<file path="config.mk">
export PLATFORM = sky130hd
export DESIGN_NAME = parity_check_rx
export DESIGN_NICKNAME = d
export VERILOG_FILES = /design/src/rtl/parity_link_pkg.sv /design/src/rtl/parity_tree.sv /design/src/rtl/parity_check_rx.sv
export SDC_FILE = /design/constraint.sdc
export NUM_CORES = 1
export LEC_CHECK = 0
export CORE_ASPECT_RATIO = 1.1
export CORE_MARGIN = 2
export CORE_UTILIZATION = 46
export DETAILED_ROUTE_END_ITERATION = 12
export PLACE_DENSITY = 0.74
export SYNTH_ARGS = -nofsm -noshare
export SYNTH_HDL_FRONTEND = slang
export SYNTH_SLANG_ARGS = --single-unit
</file>
<file path="constraint.sdc">
create_clock -name clk -period 1.5 [get_ports clk]
set_input_delay 0.225 -clock clk [delete_from_list [all_inputs] [get_ports clk]]
set_output_delay 0.225 -clock clk [all_outputs]
set_load 0.1 [all_outputs]
</file>
<file path="src/rtl/parity_link_pkg.sv">
// Shared definitions for the parity-protected serial link: default frame geometry,
// parity polarity and the receive FSM state encoding.
package parity_link_pkg;

    localparam int unsigned DataWDefault   = 4;
    localparam bit          ParInvDefault  = 1'b1;
    localparam int unsigned ErrCntWDefault = 8;

    typedef enum logic [1:0] {
        StIdle,
        StData,
        StParity
    } rx_state_e;

endpackage

</file>
<file path="src/rtl/parity_tree.sv">
// Combinational parity check over a data word plus its parity bit.
// err_o is set when the XOR reduction does not match the link polarity.
module parity_tree #(
    parameter int unsigned W       = 5,
    parameter bit          PAR_INV = 1'b1
) (
    input  logic [W-1:0] bits_i,
    output logic         err_o
);

    assign err_o = (^bits_i) != PAR_INV;

endmodule

</file>
<file path="src/rtl/parity_check_rx.sv">
// Receive end of the parity-protected serial link: deserialises MSB-first frames,
// checks parity, holds the word on a valid/ready output and counts parity failures.
module parity_check_rx
    import parity_link_pkg::*;
#(
    parameter int unsigned DATA_W    = DataWDefault,
    parameter bit          PAR_INV   = ParInvDefault,
    parameter int unsigned ERR_CNT_W = ErrCntWDefault
) (
    input  logic                 clk,
    input  logic                 rst_n,
    input  logic                 bit_in,
    input  logic                 bit_valid,
    input  logic                 frame_sync,
    output logic [DATA_W-1:0]    out_data,
    output logic                 out_perr,
    output logic                 out_valid,
    input  logic                 out_ready,
    output logic                 frame_err,
    output logic [ERR_CNT_W-1:0] err_count,
    input  logic                 err_clr
);

    localparam int unsigned CntW = $clog2(DATA_W);
    localparam logic [CntW-1:0] CntLast = CntW'(DATA_W - 1);

    rx_state_e             state_q, state_d;
    logic [DATA_W-1:0]     shreg_q, shreg_d;
    logic [CntW-1:0]       cnt_q, cnt_d;
    logic                  commit_q, commit_d;
    logic                  pend_err_q, pend_err_d;
    logic [DATA_W-1:0]     out_data_q, out_data_d;
    logic                  out_perr_q, out_perr_d;
    logic                  out_valid_q, out_valid_d;
    logic                  frame_err_q, frame_err_d;
    logic [ERR_CNT_W-1:0]  err_cnt_q, err_cnt_d;
    logic                  par_err;
    logic                  abort;

    parity_tree #(
        .W       (DATA_W + 1),
        .PAR_INV (PAR_INV)
    ) u_parity_tree (
        .bits_i ({shreg_q, bit_in}),
        .err_o  (par_err)
    );

    // Frame assembly; a parity bit only schedules the commit for the following edge.
    always_comb begin
        state_d    = state_q;
        shreg_d    = shreg_q;
        cnt_d      = cnt_q;
        commit_d   = 1'b0;
        pend_err_d = pend_err_q;
        abort      = 1'b0;
        if (bit_valid) begin
            if (frame_sync) begin
                abort   = (state_q != StIdle);
                shreg_d = {{(DATA_W-1){1'b0}}, bit_in};
                cnt_d   = CntW'(1);
                state_d = StData;
            end else begin
                unique case (state_q)
                    StIdle: begin
                    end
                    StData: begin
                        shreg_d = {shreg_q[DATA_W-2:0], bit_in};
                        if (cnt_q == CntLast) begin
                            cnt_d   = '0;
                            state_d = StParity;
                        end else begin
                            cnt_d = cnt_q + CntW'(1);
                        end
                    end
                    StParity: begin
                        commit_d   = 1'b1;
                        pend_err_d = par_err;
                        state_d    = StIdle;
                    end
                    default: state_d = StIdle;
                endcase
            end
        end
    end

    always_comb begin
        out_data_d  = out_data_q;
        out_perr_d  = out_perr_q;
        out_valid_d = out_valid_q;
        err_cnt_d   = err_cnt_q;
        frame_err_d = abort;
        if (commit_q) begin
            out_data_d  = shreg_q;
            out_perr_d  = pend_err_q;
            out_valid_d = 1'b1;
            // Held word not taken: it is overwritten and the loss is flagged.
            if (out_valid_q && !out_ready) begin
                frame_err_d = 1'b1;
            end
        end else if (out_valid_q && out_ready) begin
            out_valid_d = 1'b0;
        end
        if (err_clr) begin
            err_cnt_d = '0;
        end else if (commit_q && pend_err_q && (err_cnt_q != '1)) begin
            err_cnt_d = err_cnt_q + ERR_CNT_W'(1);
        end
    end

    always_ff @(posedge clk or negedge rst_n) begin
        if (!rst_n) begin
            state_q     <= StIdle;
            shreg_q     <= '0;
            cnt_q       <= '0;
            commit_q    <= 1'b0;
            pend_err_q  <= 1'b0;
            out_data_q  <= '0;
            out_perr_q  <= 1'b0;
            out_valid_q <= 1'b0;
            frame_err_q <= 1'b0;
            err_cnt_q   <= '0;
        end else begin
            state_q     <= state_d;
            shreg_q     <= shreg_d;
            cnt_q       <= cnt_d;
            commit_q    <= commit_d;
            pend_err_q  <= pend_err_d;
            out_data_q  <= out_data_d;
            out_perr_q  <= out_perr_d;
            out_valid_q <= out_valid_d;
            frame_err_q <= frame_err_d;
            err_cnt_q   <= err_cnt_d;
        end
    end

    assign out_data  = out_data_q;
    assign out_perr  = out_perr_q;
    assign out_valid = out_valid_q;
    assign frame_err = frame_err_q;
    assign err_count = err_cnt_q;

endmodule
</file>
==> metrics.log <==
[metrics] per-instance average area after synthesis: 10.8 um2
[metrics] hold crit path type: in2async
[metrics] worst vdd ir: 1.02 mV
[metrics] xor and xnor fraction of the mapped netlist area: 5.11%
[metrics] peak fanout along the critical path: 3
[metrics] Clk Latency, worst-skew pair: between 300 and 400 ps
[metrics] DPL Wire Length: 1.84 mm
[metrics] sum of overflow across all layers after global routing: 0
[metrics] Ant. Diodes: 0
[metrics] average vias per placed instance: roughly 5.5
[metrics] number of input and output port buffers inserted: 21
[metrics] leading post-synthesis cells by instance count: dfrtp_1 (25), inv_1 (7), nor2_1 (7)
[metrics] Max H-tree Level: 1
[metrics] Final Max Tran Viols: 0
[metrics] synthesis-to-layout area growth: 43.7%
[metrics] mux contribution to synthesized area: under 10%
[metrics] post-route fraction of the period consumed by the critical path: 97.2%
[metrics] instance area after placement: 1690 um2
[metrics] Post-layout nets: between 100 and 150
[metrics] Pleak: 0.000710 uW
[metrics] post-layout instance count excluding filler cells: 170
[metrics] prevailing post-synth register cell: dfrtp_1
[metrics] maximum number of pins on one net before global-route repair: 26
[metrics] clock sink count: 25
[metrics] CP Data Arrival Time: 1670 ps
[metrics] Die W: 52.7 um
[metrics] setup repair after global routing missed its margin: true
[metrics] CP Class: reg2reg
[metrics] Die Footprint: 3030 um2
[metrics] Root Buffer Master: clkbuf_4
[metrics] total setup violations reported at the end of the flow: 0
[metrics] most used standard cell by instance count after synthesis: dfrtp_1
[metrics] Std-Cell Core Area: 2500 um2
[metrics] wire length of the first global-routing pass: just over 4 mm
[metrics] ANT nets after route: 0
[metrics] ys async rst share: 100%
[metrics] register bit count reported by yosys: 25
[metrics] post-synth top area cell: dfrtp_1
[metrics] height of the die: 57.6 um
[metrics] detailed-routing iteration count for the pre-antenna-repair pass: 4
[metrics] FF-to-FF setup slack: 40 ps
[metrics] buffers from clock root to sink, at most: 2
[metrics] routed wire length per instance: 14.5 um
[metrics] Synth warnings: 0
[metrics] setup slack after layout: 41.9 ps
[metrics] Slew @ Worst Pin: ~330 ps
[metrics] FF+latch area: 653 um2
[metrics] placed instance count: 166
[metrics] Iteration-0 DRC Markers: 13
[metrics] post-synthesis compound-gate area fraction: 17.5%
[metrics] initial core utilization: 48.1%
[metrics] clock transition at the registers of the reported paths: 130 ps
[metrics] final design instance area without fill: 1720 um2
[metrics] WP data required: 1720 ps
[metrics] number of antenna violations at the first check in global routing: 0
[metrics] detailed-route DRC error count: 0
[metrics] number of flops mapped to enable cells by yosys: 0
[metrics] area of the multi-input gates: between 500 and 600 um2
[metrics] area fraction in and, or, nand and nor cells after synthesis: 13.1%
[metrics] Fmax achieved: 686 MHz
[metrics] clk_skew: between 3 and 4 ps
[metrics] Synth top area share: between 50% and 60%
[metrics] startpoint type of the worst setup path: flop
[metrics] IO Count: 22
[metrics] overall track demand over capacity in global routing: 18.7%
[metrics] clock tree from TritonCTS: done
[metrics] Syn Inst Count: 111
[metrics] number of buffers added to fix hold violations after cts: 0
[metrics] net count after synthesis: 120
[metrics] Min Clock Period, post-route: ~1500 ps
[metrics] arithmetic-cell share of the synthesized area counting full adders, half adders and majority gates: 2.09%
[metrics] remaining max-slew budget at the tightest pin: 78.2%
[metrics] fillcell total: 197
[metrics] aggregate negative setup slack: 0 ps
[metrics] Cell variety after synth: 40
[metrics] Final Core Density: between 60% and 70%
[metrics] fraction of the yosys area taken by sequential cells: a little over half
[metrics] ratio of cells with drive above 1 in the final layout: between 30% and 40%
[metrics] number of global-route vias before repair: 972
[metrics] total via count in the routed design: 932
[metrics] Syn Std Cell Area: 1200 um2
[metrics] max-cap violations: 0
[metrics] run status: complete, no violations
[metrics] global placement routability congestion: 0.852
[metrics] num rows: 19
[metrics] Post-Place Worst Slack: 43.1 ps
[metrics] total count of hold-check failures in the final report: 0
[metrics] routed wire length: 2.46 mm
[metrics] dominant combinational cell family by area after synthesis: compound AO/OA/AOI/OAI gates
[metrics] power density relative to cell area: 1270 nW/um2
[metrics] Area contributors post-synth: dfrtp_1 (52%), xnor2_1 (4.4%), mux2_2 (3.8%), a22oi_1 (2.5%), inv_1 (2.2%)
[metrics] Critical Path End Type: flop
[metrics] clock buffers created by TritonCTS: 3
power by group:
part	internal [uW]	switching, uW	total [uW]	leakage (uW)
registers	804	164	968	0.000317
clock network	104	195	300	0.0000150
logic	371	544	915	0.000378
total	1280	904	2180	0.000710
worst paths after layout:
path | depth (start not counted) | to | startpoint
max | 5 | err_count[7]$_DFFE_PN0P_ | err_count[1]$_DFFE_PN0P_
min | 2 | err_count[6]$_DFFE_PN0P_ | rst_n
max reg2reg | 5 | err_count[7]$_DFFE_PN0P_ | err_count[1]$_DFFE_PN0P_
min reg2reg | 1 | out_valid$_DFFE_PN0P_ | commit_q$_DFF_PN0_
max in group asynchronous | 2 | err_count[5]$_DFFE_PN0P_ | rst_n
min in group clk | 3 | out_valid$_DFFE_PN0P_ | out_ready
cells by family (layout without fill, tap and decap cells):
logic type               count (synthesis)  after routing
AND/OR/NAND/NOR                         29             29
multiplexers                             6              6
adder cells (fa/ha/maj)                  2              2
flip-flops                              25             25
AO/OA/AOI/OAI                           29             29
buffers and inverters                   13             41
XOR/XNOR                                 7              7
state kept, by name (all words and copies together), names as in the netlist:
register    cells
out_perr        1
shreg_q         4
out_valid       1
out_data        4
pend_err_q      1
frame_err       1
err_count       8
commit_q        1
cnt_q           2
state_q         2
layout by cell type (no fill, tap or decap), types with 2 or more instances in the layout:
master / synthesis / final
o22ai_1: 4 / 4
buf_4: 1 / 8
nor2b_1: 2 / 2
a22oi_1: 4 / 4
nor3_1: 2 / 2
dfrtp_1: 25 / 17
dfrtp_4: 0 / 7
mux2_2: 4 / 4
nor2_1: 7 / 7
a311oi_1: 2 / 2
nand3_1: 4 / 4
clkdlybuf4s50_1: 0 / 6
o21ai_1: 3 / 3
o21ai_0: 3 / 3
clkbuf_4: 0 / 3
inv_1: 7 / 7
xnor2_1: 6 / 6
buf_12: 0 / 15
a21oi_1: 3 / 3
and3_1: 2 / 2
nand2_1: 5 / 5
a31oi_1: 2 / 2
final cells by class:
cell class | count | area share, %
multi-input cells | 73 | 32.2
flip-flops and latches | 25 | 37.9
clock buffers | 4 | 1.52
inverters | 8 | 1.74
repair buffers | 29 | 24.4
well taps | 31 | 2.25
routing by layer:
layer  up-vias  part of all wire (%)  GRT usage, %
met2        18                    54          32.0
met5         -                     0             0
met1       457                    41          22.0
met4         0                   2.0          9.16
li1        452                     -             -
met3         5                   2.8          3.66
worst max-delay path, stage by stage (launching register included):
cell and delay, ps:
dfrtp_4 510, ha_4 170, and2_4 170, a2111oi_4 300, xnor2_1 150, nor2_1 50
stage by stage:
step	power [uW]	hold WS (ps)
after floorplan	1550	-70.6
after global placement	1860	523
after detailed placement	1890	531
after CTS	2180	257
after global routing	2290	276
final	2180	245
timing repair:
action,in CTS,in global routing
setup endpoints to repair,0,3
gates resized for setup,0,1
setup buffers,0,0
Note: power is estimated with default switching activity, not from simulation.
